File: src/rtl/rt_schedule_monitor.sv
// Run-time observer for the grid-planning plant's scheduler. It checks that slots are
// exclusive, that the robot is not starved and that obstacle runs stay bounded.
// The first violation is latched as a sticky verdict with its code and armed-cycle index.
module rt_schedule_monitor #(
  parameter int unsigned MAX_GAP     = 4,
  parameter int unsigned MAX_OBS_RUN = 2,
  parameter int unsigned GAP_W       = 3
) (
  input  logic       clk,
  input  logic       rst,
  input  logic       end_init,
  input  logic       rt_robot,
  input  logic       rt_obs1,
  input  logic       rt_obs2,
  input  logic       plant_error,
  output logic       armed,
  output logic       error,
  output logic [2:0] fail_code,
  output logic [7:0] fail_cycle,
  output logic [7:0] robot_slots
);

  localparam int unsigned RUN_W = (MAX_OBS_RUN < 1) ? 1 : $clog2(MAX_OBS_RUN + 1);
  localparam logic [GAP_W-1:0] GAP_LIM = GAP_W'(MAX_GAP);
  localparam logic [RUN_W-1:0] RUN_LIM = RUN_W'(MAX_OBS_RUN);

  typedef enum logic [1:0] {S_IDLE, S_ARMED, S_FAIL} state_e;
  typedef enum logic [1:0] {OBS_NONE, OBS_1, OBS_2} obs_e;
  typedef enum logic [2:0] {
    FC_NONE   = 3'd0,
    FC_PLANT  = 3'd1,
    FC_MULTI  = 3'd2,
    FC_STARVE = 3'd3,
    FC_RUN    = 3'd4
  } code_e;

  state_e           r_state, w_next;
  obs_e             r_last_obs;
  logic [GAP_W-1:0] r_gap;
  logic [RUN_W-1:0] r_run;
  logic [7:0]       r_cyc;
  logic             r_error;
  code_e            r_code;
  logic [7:0]       r_fail_cycle;
  logic [7:0]       r_robot_slots;

  logic  w_multi, w_one_obs, w_same_obs, w_viol;
  obs_e  w_obs_id;
  code_e w_code;

  assign w_multi    = (rt_robot & rt_obs1) | (rt_robot & rt_obs2) | (rt_obs1 & rt_obs2);
  assign w_one_obs  = rt_obs1 ^ rt_obs2;
  assign w_obs_id   = rt_obs1 ? OBS_1 : OBS_2;
  assign w_same_obs = w_one_obs && (w_obs_id == r_last_obs);

  // Evaluated in priority order so that only the highest-ranked code is latched.
  always_comb begin
    w_code = FC_NONE;
    if (plant_error)
      w_code = FC_PLANT;
    else if (w_multi)
      w_code = FC_MULTI;
    else if (!rt_robot && (r_gap == GAP_LIM))
      w_code = FC_STARVE;
    else if (w_same_obs && (r_run == RUN_LIM))
      w_code = FC_RUN;
  end

  assign w_viol = (w_code != FC_NONE);

  always_ff @(posedge clk) begin
    if (rst) r_state <= S_IDLE;
    else     r_state <= w_next;
  end

  always_comb begin
    w_next = r_state;
    unique case (r_state)
      S_IDLE:  if (end_init) w_next = S_ARMED;
      S_ARMED: if (w_viol)   w_next = S_FAIL;
      S_FAIL:  w_next = S_FAIL;
      default: w_next = S_IDLE;
    endcase
  end

  always_comb begin
    armed = (r_state != S_IDLE);
  end

  always_ff @(posedge clk) begin
    if (rst) begin
      r_gap         <= '0;
      r_run         <= '0;
      r_last_obs    <= OBS_NONE;
      r_cyc         <= '0;
      r_error       <= 1'b0;
      r_code        <= FC_NONE;
      r_fail_cycle  <= '0;
      r_robot_slots <= '0;
    end else if (r_state == S_ARMED) begin
      if (w_viol) begin
        r_error      <= 1'b1;
        r_code       <= w_code;
        r_fail_cycle <= r_cyc;
      end else begin
        r_gap <= rt_robot ? '0 : r_gap + 1'b1;
        if (rt_robot && (r_robot_slots != 8'hFF))
          r_robot_slots <= r_robot_slots + 8'd1;
        if (w_one_obs) begin
          r_run      <= w_same_obs ? r_run + 1'b1 : RUN_W'(1);
          r_last_obs <= w_obs_id;
        end else begin
          r_run      <= '0;
          r_last_obs <= OBS_NONE;
        end
        if (r_cyc != 8'hFF)
          r_cyc <= r_cyc + 8'd1;
      end
    end
  end

  assign error       = r_error;
  assign fail_code   = r_code;
  assign fail_cycle  = r_fail_cycle;
  assign robot_slots = r_robot_slots;

endmodule

File: config.mk
export PLATFORM = sky130hd
export DESIGN_NAME = rt_schedule_monitor
export DESIGN_NICKNAME = d
export VERILOG_FILES = /design/src/rtl/rt_schedule_monitor.sv
export SDC_FILE = /design/constraint.sdc
export NUM_CORES = 1
export LEC_CHECK = 0
export BUFFER_PORTS_ARGS = -buffer_cell sky130_fd_sc_hd__buf_2
export CORE_MARGIN = 4
export CORE_UTILIZATION = 55
export CTS_CLUSTER_SIZE = 20
export DETAILED_ROUTE_END_ITERATION = 16
export PLACE_DENSITY = 0.75
export SLEW_MARGIN = 15
export SYNTH_ARGS = -nofsm -noshare
export SYNTH_HDL_FRONTEND = slang
export SYNTH_SLANG_ARGS = --single-unit
File: constraint.sdc
create_clock -name clk -period 2.5 [get_ports clk]
set_clock_uncertainty 0.15 [all_clocks]
set_input_delay 0.375 -clock clk [delete_from_list [all_inputs] [get_ports clk]]
set_output_delay 0.375 -clock clk [all_outputs]
set_load 0.01 [all_outputs]
==> impl_metrics.env <==
export IMPL_outcome="completed"
export IMPL_min_period_ps=2285
export IMPL_drtIter0Drc=81
export IMPL_relSlewSlack_pct=68.21
export IMPL_fin_hold_ws_ps=241.5
export IMPL_ios=28
export IMPL_synth_area_per_cell_um2=8.920
export IMPL_fp_dieArea_um2=4237
export IMPL_cts_buffers=5
export IMPL_synth_compound_area_share_pct=11.58
export IMPL_drc=0
export IMPL_syn_area_um2=1793
export IMPL_cp_max_fo=10
export IMPL_tightest_slew_ps=471.8
export IMPL_post_drt_wl_per_cell_um=13.42
export IMPL_synth_simple_area_share_pct=24.42
export IMPL_cts_max_path_buffers=2
export IMPL_hold_viol=0
export IMPL_grt_pass1_wl_mm=6.589
export IMPL_setup_viol=0
export IMPL_path_clk_slew_ps=100
export IMPL_endpoint_kind="flip-flop"
export IMPL_n_fill_cell=280
export IMPL_grt_pass1_vias=1479
export IMPL_cts_setup_buffers=0
export IMPL_synth_adder_area_share_pct=7.676
export IMPL_seqCellArea_um2=740.7
export IMPL_grt_max_degree=23
export IMPL_synth_top_area_share_pct=41.31
export IMPL_cts_tree="yes"
export IMPL_synth_top_family_by_area="simple AND/OR/NAND/NOR gates"
export IMPL_cts_sinks=37
export IMPL_start_util_pct=58.25
export IMPL_rr_startpoint="r_gap[0]"
export IMPL_portBuffers=27
export IMPL_synth_seq_cells=37
export IMPL_grt_use_total_pct=19.72
export IMPL_synth_edf_count=0
export IMPL_ir_drop_v=0.0004264
export IMPL_placementRows=20
export IMPL_drive_gt1_share_pct=21.61
export IMPL_cts_resized_gates=0
export IMPL_die_x_um=65.10
export IMPL_ctsHoldBuffers=0
export IMPL_fin_nets=253
export IMPL_min_delay_path_depth=3
export IMPL_clkLatencyLatePin_ps=340
export IMPL_hpwl_mm=2.800
export IMPL_reg2regPathDepth=7
export IMPL_grt_ovfl_total=0
export IMPL_drt_total_wl_mm=3.757
export IMPL_r2r_setup_slack_ps=220
export IMPL_hold_path_class="input port to flip-flop"
export IMPL_fmax_mhz=437.7
export IMPL_firstDrtPassIters=4
export IMPL_synth_top_area_cell="dfxtp_1"
export IMPL_cts_root_buf="clkbuf_4"
export IMPL_vias=1536
export IMPL_multi_input_area_um2=984.7
export IMPL_path_class="flip-flop to flip-flop"
export IMPL_syn_to_final_growth_pct=15.21
export IMPL_htreeDepth=2
export IMPL_critical_path_max_stage_delay_ps=510
export IMPL_hold_path_end="fail_code[2]"
export IMPL_final_common_cell="dfxtp_1"
export IMPL_ys_seq_area_share_pct=41.31
export IMPL_ys_types=41
export IMPL_period_share_pct=91.39
export IMPL_cp_slowest_cell="or4_1"
export IMPL_fin_cells=280
export IMPL_core_area_um2=3078
export IMPL_start_kind="flip-flop"
export IMPL_antenna_found_initial=0
export IMPL_powerDensity_nw_per_um2=622.7
export IMPL_final_cell_mix="dfxtp_1 (37), nor2_1 (31), buf_2 (27)"
export IMPL_die_y_um=65.10
export IMPL_maxSlewViolCount=0
export IMPL_syn_inst=201
export IMPL_synth_ff_type="dfxtp_1"
export IMPL_async_flop_share_pct=0
export IMPL_synthMuxAreaShare_pct=7.327
export IMPL_crit_arrival_ps=2410
export IMPL_syn_nets=219
export IMPL_synth_xor_area_share_pct=3.419
export IMPL_min_from="plant_error"
export IMPL_dpl_cell_count=272
export IMPL_postLayoutCoreUtil_pct=67.11
export IMPL_max_cap_violations=0
export IMPL_crit_chain="inv_1 > ha_1 > a211oi_2 > o21ai_2 > or2_4 > or4_1 > a21oi_1"
export IMPL_yosysWarnings=0
export IMPL_p_leak_nw=0.8588
export IMPL_cp_required_ps=2620
export IMPL_place_congestion=0.9249
export IMPL_antennaDiodeCount=0
export IMPL_vias_per_cell=5.486
export IMPL_synth_area_top_cells="dfxtp_1 (41%), ha_1 (7.7%), mux2i_1 (6.7%)"
export IMPL_rsz0062_at_grt="false"
export IMPL_setup_tns_ps=0
export IMPL_r2r_end="robot_slots[4]"
export IMPL_ant_nets=0
critical path, delay by kind of cell (launching register included):
kind	cells	cell delay, ps
fa+ha+maj	1	230
buf+inv	1	60
flops	1	390
compound gates	3	580
simple gates	2	810
cell families after synthesis:
| logic type | Yosys count |
|---|---|
| muxes | 13 |
| AOI/OAI and AO/OA | 33 |
| xor gates and xnor gates | 7 |
| DFF | 37 |
| and+or+nand+nor | 82 |
| buffers and inverters | 18 |
| adders and majority gates | 11 |
stage by stage:
| stage | setup slack (ps) | area [um^2] | power (mW) |
|---|---|---|---|
| finish | 215.2 | 2066 | 1.286 |
| floorplan | 441.9 | 1793 | 0.8987 |
| detailed placement | 13.84 | 2013 | 1.000 |
| global placement | 126.2 | 2013 | 0.9805 |
| global route | 8.325 | 2066 | 1.367 |
| CTS | 174.7 | 2062 | 1.294 |
registers in the layout (all words and copies together) (netlist names):
signal / flops
fail_cycle: 8
fail_code: 3
robot_slots: 8
r_gap: 3
r_cyc: 8
error: 1
r_run: 2
r_last_obs: 2
r_state: 2
power breakdown:
| group | total [mW] | switching, mW | internal [mW] |
|---|---|---|---|
| Combinational | 0.338 | 0.189 | 0.149 |
| Clock | 0.299 | 0.187 | 0.112 |
| Sequential | 0.650 | 0.0236 | 0.626 |
| Total | 1.29 | 0.399 | 0.887 |
worst max-delay path by stage:
| stage | startpoint | to |
|---|---|---|
| after floorplan | rt_obs1 | r_cyc[7] |
| after global placement | rt_obs1 | r_cyc[7] |
| after detailed placement | rt_obs1 | r_gap[2] |
| after CTS | r_gap[0] | r_gap[2] |
| after global routing | r_gap[0] | robot_slots[4] |
| final | r_gap[0] | robot_slots[4] |
layer usage:
metal / vias to the layer above / part of all wire, % / GRT usage [%]
met5: - / 0 / 0
met4: 0 / 1.2 / 7.513
met3: 6 / 5.0 / 6.154
met2: 31 / 49 / 32.82
met1: 716 / 45 / 23.79
li1: 783 / - / -
Yosys cell counts, types with 2 or more instances:
cell and instances:
a21oi_1 15, a31oi_1 2, and3_1 2, buf_2 4, clkbuf_1 4, dfxtp_1 37
ha_1 11, inv_1 9, mux2i_1 12, nand2_1 10, nand2b_1 2, nand3_1 7
nand3b_1 3, nand4_1 2, nor2_1 31, nor2b_1 3, nor3_1 5, nor3_2 2
nor4_1 5, nor4b_1 2, o21ai_0 3, o31ai_1 2, o41ai_1 2, or3b_1 2
or4_1 2, xnor2_1 7
cell type report:
class / count / share of cell area (%)
well taps: 44 / 2.665
multi-input cells: 146 / 47.67
flip-flops and latches: 37 / 35.86
clock buffers: 8 / 2.362
inverters: 9 / 1.635
repair buffers: 36 / 9.812
(Power assumes the default switching activity.)
